`src/rtl/serial_magnitude_compare.sv`:
```
// Bit-serial magnitude comparator.
// Operands are captured on an accepted start and examined MSB-first, one bit
// per clock. The first differing bit decides the result, so a compare takes
// between 1 and NUM_BITS compare cycles. Unsigned and two's-complement
// orderings are supported; in signed mode a difference in the sign bit
// reverses the ordering. All outputs come straight from registers.
`timescale 1ns/1ps

module serial_magnitude_compare #(
    parameter int NUM_BITS = 4,
    parameter int CNT_W    = $clog2(NUM_BITS + 1)
) (
    input  logic             clk,
    input  logic             rst_n,
    input  logic             start,
    input  logic [NUM_BITS-1:0] a,
    input  logic [NUM_BITS-1:0] b,
    input  logic             signed_mode,
    output logic             busy,
    output logic             done,
    output logic             gt,
    output logic             eq,
    output logic             lt,
    output logic [CNT_W-1:0] bits_examined
);

    // Index width; a 1-bit operand still needs a 1-bit index register.
    localparam int IDX_W = (NUM_BITS > 1) ? $clog2(NUM_BITS) : 1;
    localparam logic [IDX_W-1:0] MSB_IDX  = IDX_W'(NUM_BITS - 1);
    localparam logic [IDX_W-1:0] ZERO_IDX = {IDX_W{1'b0}};
    localparam logic [CNT_W-1:0] FULL_CNT = CNT_W'(NUM_BITS);

    typedef enum logic [0:0] {
        ST_IDLE    = 1'b0,
        ST_COMPARE = 1'b1
    } state_t;

    state_t              state_r;
    state_t              state_nxt_s;

    logic [NUM_BITS-1:0] a_lat_r;
    logic [NUM_BITS-1:0] b_lat_r;
    logic                signed_lat_r;
    logic [IDX_W-1:0]    idx_r;

    logic                a_bit_s;
    logic                b_bit_s;
    logic                diff_s;
    logic                sign_pos_s;
    logic [1:0]          order_s;

    logic                busy_r;
    logic                done_r;
    logic                gt_r;
    logic                eq_r;
    logic                lt_r;
    logic [CNT_W-1:0]    bits_r;

    logic                busy_nxt_s;
    logic                done_nxt_s;
    logic                gt_nxt_s;
    logic                eq_nxt_s;
    logic                lt_nxt_s;
    logic [CNT_W-1:0]    bits_nxt_s;

    // Ordering decided by one differing bit pair, returned as {gt, lt}.
    // At the sign position of a signed compare a set bit means the smaller
    // value, so the ordering flips.
    function automatic logic [1:0] bit_order(
        input logic a_bit,
        input logic b_bit,
        input logic invert
    );
        logic [1:0] res;
        if (invert) begin
            res = {b_bit, a_bit};
        end else begin
            res = {a_bit, b_bit};
        end
        return res;
    endfunction

    assign a_bit_s    = a_lat_r[idx_r];
    assign b_bit_s    = b_lat_r[idx_r];
    assign diff_s     = a_bit_s ^ b_bit_s;
    assign sign_pos_s = signed_lat_r & (idx_r == MSB_IDX);
    assign order_s    = bit_order(a_bit_s, b_bit_s, sign_pos_s);

    // State register.
    always_ff @(posedge clk) begin
        if (!rst_n) begin
            state_r <= ST_IDLE;
        end else begin
            state_r <= state_nxt_s;
        end
    end

    // Operand capture on accepted start and MSB-to-LSB index walk.
    always_ff @(posedge clk) begin
        if (!rst_n) begin
            a_lat_r      <= {NUM_BITS{1'b0}};
            b_lat_r      <= {NUM_BITS{1'b0}};
            signed_lat_r <= 1'b0;
            idx_r        <= ZERO_IDX;
        end else if ((state_r == ST_IDLE) && start) begin
            a_lat_r      <= a;
            b_lat_r      <= b;
            signed_lat_r <= signed_mode;
            idx_r        <= MSB_IDX;
        end else if ((state_r == ST_COMPARE) && !diff_s && (idx_r != ZERO_IDX)) begin
            idx_r        <= idx_r - IDX_W'(1);
        end else begin
            idx_r        <= idx_r;
        end
    end

    // Next-state: leave COMPARE on the first differing bit or after bit 0.
    always_comb begin
        state_nxt_s = state_r;
        case (state_r)
            ST_IDLE: begin
                if (start) begin
                    state_nxt_s = ST_COMPARE;
                end else begin
                    state_nxt_s = ST_IDLE;
                end
            end
            ST_COMPARE: begin
                if (diff_s || (idx_r == ZERO_IDX)) begin
                    state_nxt_s = ST_IDLE;
                end else begin
                    state_nxt_s = ST_COMPARE;
                end
            end
            default: begin
                state_nxt_s = ST_IDLE;
            end
        endcase
    end

    // Next values of the registered outputs; results hold between completions.
    always_comb begin
        busy_nxt_s = busy_r;
        done_nxt_s = 1'b0;
        gt_nxt_s   = gt_r;
        eq_nxt_s   = eq_r;
        lt_nxt_s   = lt_r;
        bits_nxt_s = bits_r;
        case (state_r)
            ST_IDLE: begin
                if (start) begin
                    busy_nxt_s = 1'b1;
                end else begin
                    busy_nxt_s = 1'b0;
                end
            end
            ST_COMPARE: begin
                if (diff_s) begin
                    busy_nxt_s = 1'b0;
                    done_nxt_s = 1'b1;
                    gt_nxt_s   = order_s[1];
                    lt_nxt_s   = order_s[0];
                    eq_nxt_s   = 1'b0;
                    bits_nxt_s = FULL_CNT - CNT_W'(idx_r);
                end else if (idx_r == ZERO_IDX) begin
                    busy_nxt_s = 1'b0;
                    done_nxt_s = 1'b1;
                    gt_nxt_s   = 1'b0;
                    lt_nxt_s   = 1'b0;
                    eq_nxt_s   = 1'b1;
                    bits_nxt_s = FULL_CNT;
                end else begin
                    busy_nxt_s = 1'b1;
                end
            end
            default: begin
                busy_nxt_s = 1'b0;
            end
        endcase
    end

    // Output registers.
    always_ff @(posedge clk) begin
        if (!rst_n) begin
            busy_r <= 1'b0;
            done_r <= 1'b0;
            gt_r   <= 1'b0;
            eq_r   <= 1'b0;
            lt_r   <= 1'b0;
            bits_r <= {CNT_W{1'b0}};
        end else begin
            busy_r <= busy_nxt_s;
            done_r <= done_nxt_s;
            gt_r   <= gt_nxt_s;
            eq_r   <= eq_nxt_s;
            lt_r   <= lt_nxt_s;
            bits_r <= bits_nxt_s;
        end
    end

    assign busy          = busy_r;
    assign done          = done_r;
    assign gt            = gt_r;
    assign eq            = eq_r;
    assign lt            = lt_r;
    assign bits_examined = bits_r;

endmodule

```
`config.mk`:
```
export PLATFORM = sky130hd
export DESIGN_NAME = serial_magnitude_compare
export DESIGN_NICKNAME = d
export VERILOG_FILES = /design/src/rtl/serial_magnitude_compare.sv
export SDC_FILE = /design/constraint.sdc
export NUM_CORES = 1
export LEC_CHECK = 0
export CORE_ASPECT_RATIO = 0.9
export CORE_MARGIN = 2
export CORE_UTILIZATION = 48
export CTS_CLUSTER_DIAMETER = 200
export DETAILED_ROUTE_END_ITERATION = 12
export GPL_ROUTABILITY_DRIVEN = 0
export GPL_TIMING_DRIVEN = 0
export PLACE_DENSITY = 0.74
export REMOVE_ABC_BUFFERS = 1
export SYNTH_ARGS = -nofsm -noshare
export SYNTH_HDL_FRONTEND = slang
export SYNTH_SLANG_ARGS = --single-unit
```
`constraint.sdc`:
```
create_clock -name clk -period 1.9 [get_ports clk]
set_input_delay 0.475 -clock clk [delete_from_list [all_inputs] [get_ports clk]]
set_output_delay 0.475 -clock clk [all_outputs]
set_load 0.01 [all_outputs]
```
==> metrics.txt <==
largest net degree at the start of global routing 13; post-synthesis mux area share 0.07448; DR vias/cell between 5 and 6; Hold Buf Count CTS 0; DR WL/cell about 12 um; worst-skew pair later-pin latency a little under 0.3 ns; Synth Area in Adders 0.02759; startpoint class of the critical path register; post-DP HPWL 1315 um; htree depth 1; post-route insts no fill approximately 140; first-pass GRT wire length a little over 3000 um; Tcrit/Tclk final 0.9672; Logic pwr share 0.224; die height approximately 45 um; Gate Count Post-Synth 100; CP endpoint kind output port; Syn. warnings 0; sequential area share after synthesis 0.4193; Yosys cell types 25; synthesized flop and latch total 19; post-route DRC violation count 0; Worst slew margin 0.4926; Setup Fix Bufs, Post-CTS 0; Final Instance Area roughly 1100 um^2; share of cells above drive strength 1 0.07563; Num CTS Buffers 3; Detailed Route Iter0 Violations 5; Flop pwr share 0.540; Tmin final roughly 1.8 ns; share of the synthesized area in the top cell type 0.4193; Cell Pwr Density between 700 and 800 nW/um^2; Worst EP arrival roughly 1.4 ns; Clock Root Buffer clkbuf_4; Routed WL approximately 1800 um; Top Family by Delay on Critical Path buffers and inverters; slowest CP cell clkdlybuf4s50_1; core footprint between 1500 and 2000 um^2; Post-synth ARST share 0; final hold violations 0; Post-DRT Antenna Nets 0; hold crit path type register to register; Layout fillers 162; xor/xnor cell area share of the yosys netlist 0.03862; Area after DPL 1111 um^2; total grt overflow 0; synthesized area per cell roughly 9 um^2; Max VDD drop about 430 uV; Sw Share 0.2816; P&R area growth vs syn 25.38%; vias in the first global route 717; Die Span X approximately 50 um; internal power roughly 0.6 mW; pin slew with the least headroom to its limit around 0.76 ns; antenna cells 0; CP max stage delay 0.59 ns; fin nets around 130; clock share of power 0.236; clock skew between 0.001 and 0.0015 ns; cell breakdown of the critical path clkdlybuf4s50_1; std cell rows 14; WP data required approximately 1.4 ns; Crit Path Max Fanout 9; number of I/O port buffers 19; CTS max path bufs 2; R2R Setup Slk ~0.15 ns; TritonCTS clock tree done; setup TNS 0 ns; Sink Count 19; prevailing post-synth register cell dfxtp_1; antenna violations before repair 0; Clock transition at path regs about 0.1 ns; max-cap violations 0; number of synthesized flops with an enable pin 0; most frequent cell after synthesis nand2_1; 1st-pass router iterations 4; Commonest cells post-synth 21 x nand2_1, 19 x dfxtp_1, 11 x a21oi_1; Synth area leaders dfxtp_1 42%, nand2_1 8.7%, mux4_2 7.4%; final setup vio count 0; largest family of logic cells by synthesized area compound AO/OA/AOI/OAI gates; Fmax achieved between 500 and 600 MHz; gr usage total 0.1823; complex-gate fraction of the synthesized area 0.2083; Die Area roughly 2300 um^2; static leakage power roughly 0.43 nW; Starting Density 0.5284; post-cts sizing count 0; RSZ-0062 raised after global routing no; Slew Limit Fails 0; Buf/Inv on CP 1; Crit Path Category register to output port; dpl cells around 140; I/O pins 20; status complete, no violations; Cell Area, Synth slightly above 900 um^2; Yosys top cell by area dfxtp_1; total number of vias between 700 and 800; P_sw ~0.24 mW; Simple-Gate Fraction of Synth Area 0.2014
flip-flops by register name (all words and copies together), names as in the netlist, 2 cells and up:
| register | flops |
|---|---|
| a_lat_r | 4 |
| bits_examined | 3 |
| idx_r | 2 |
| b_lat_r | 4 |
cells by family (layout without fill, tap and decap cells):
| logic type | count (synthesis) | count (layout) |
|---|---|---|
| simple gates | 37 | 37 |
| compound gates | 28 | 28 |
| flops | 19 | 19 |
| buf+inv | 7 | 26 |
| xor+xnor | 4 | 4 |
| mux | 3 | 3 |
| fa+ha+maj | 2 | 2 |
power by group through the flow:
stage               logic [mW]  registers [mW]  clock network [mW]
finish                   0.189           0.455               0.199
global route             0.211           0.460               0.225
CTS                      0.191           0.455               0.208
detailed placement       0.191           0.465                   0
global placement         0.185           0.462                   0
floorplan                0.116           0.463                   0
area by class of cell:
class,count,area [um^2],area share
clock buffers,4,26.28,0.02310
inverters,3,11.26,0.009901
multi-input cells,74,499.2,0.4389
flip-flops and latches,19,380.4,0.3344
well taps,24,30.03,0.02640
repair buffers,19,190.2,0.1672
placed cells by master, fill, tap and decap left out:
cell | synthesis | layout
nand2_1 | 21 | 21
dfxtp_1 | 19 | 19
clkdlybuf4s50_1 | 0 | 19
a21oi_1 | 11 | 11
nand2b_1 | 6 | 6
o21ai_0 | 6 | 6
xor2_1 | 4 | 4
nand3b_1 | 4 | 4
mux4_2 | 3 | 3
clkbuf_4 | 0 | 3
inv_1 | 2 | 2
nor2b_1 | 2 | 2
and2_1 | 2 | 2
a32o_1 | 2 | 2
o21a_1 | 2 | 2
a22o_1 | 2 | 2
ha_1 | 2 | 2
inv_2 | 1 | 1
o211ai_2 | 1 | 1
o311a_1 | 1 | 1
o22ai_2 | 1 | 1
nor2_1 | 1 | 1
a311oi_1 | 1 | 1
a211oi_1 | 1 | 1
or2b_1 | 1 | 1
clkbuf_1 | 3 | 1
worst paths after layout:
| path | end | startpoint | cells after the start |
|---|---|---|---|
| setup / recovery | busy | state_r | 1 |
| hold / removal | signed_lat_r | signed_lat_r | 2 |
| setup reg to reg | idx_r[0] | idx_r[0] | 3 |
| hold reg to reg | signed_lat_r | signed_lat_r | 2 |
through the flow:
step                worst slack (ns)  hold slack [ns]    util  power (mW)
finish                       0.06241           0.4710  0.6625      0.8436
global route                0.006257           0.4855  0.6625      0.8962
CTS                          0.06206           0.4670  0.6625      0.8548
detailed placement           -0.1216           0.4530  0.6472      0.6552
global placement            -0.09546           0.4476  0.6472      0.6472
floorplan                     0.3430           0.4366       -      0.5786
metal layers:
| layer | global-route usage | up-vias | share of wire |
|---|---|---|---|
| met3 | 0.01987 | 5 | 0.027 |
| met4 | 0.1167 | 0 | 0.024 |
| li1 | - | 389 | - |
| met1 | 0.2427 | 333 | 0.49 |
| met5 | 0 | - | 0 |
| met2 | 0.2880 | 12 | 0.46 |
Note: power is estimated with default switching activity, not from simulation.
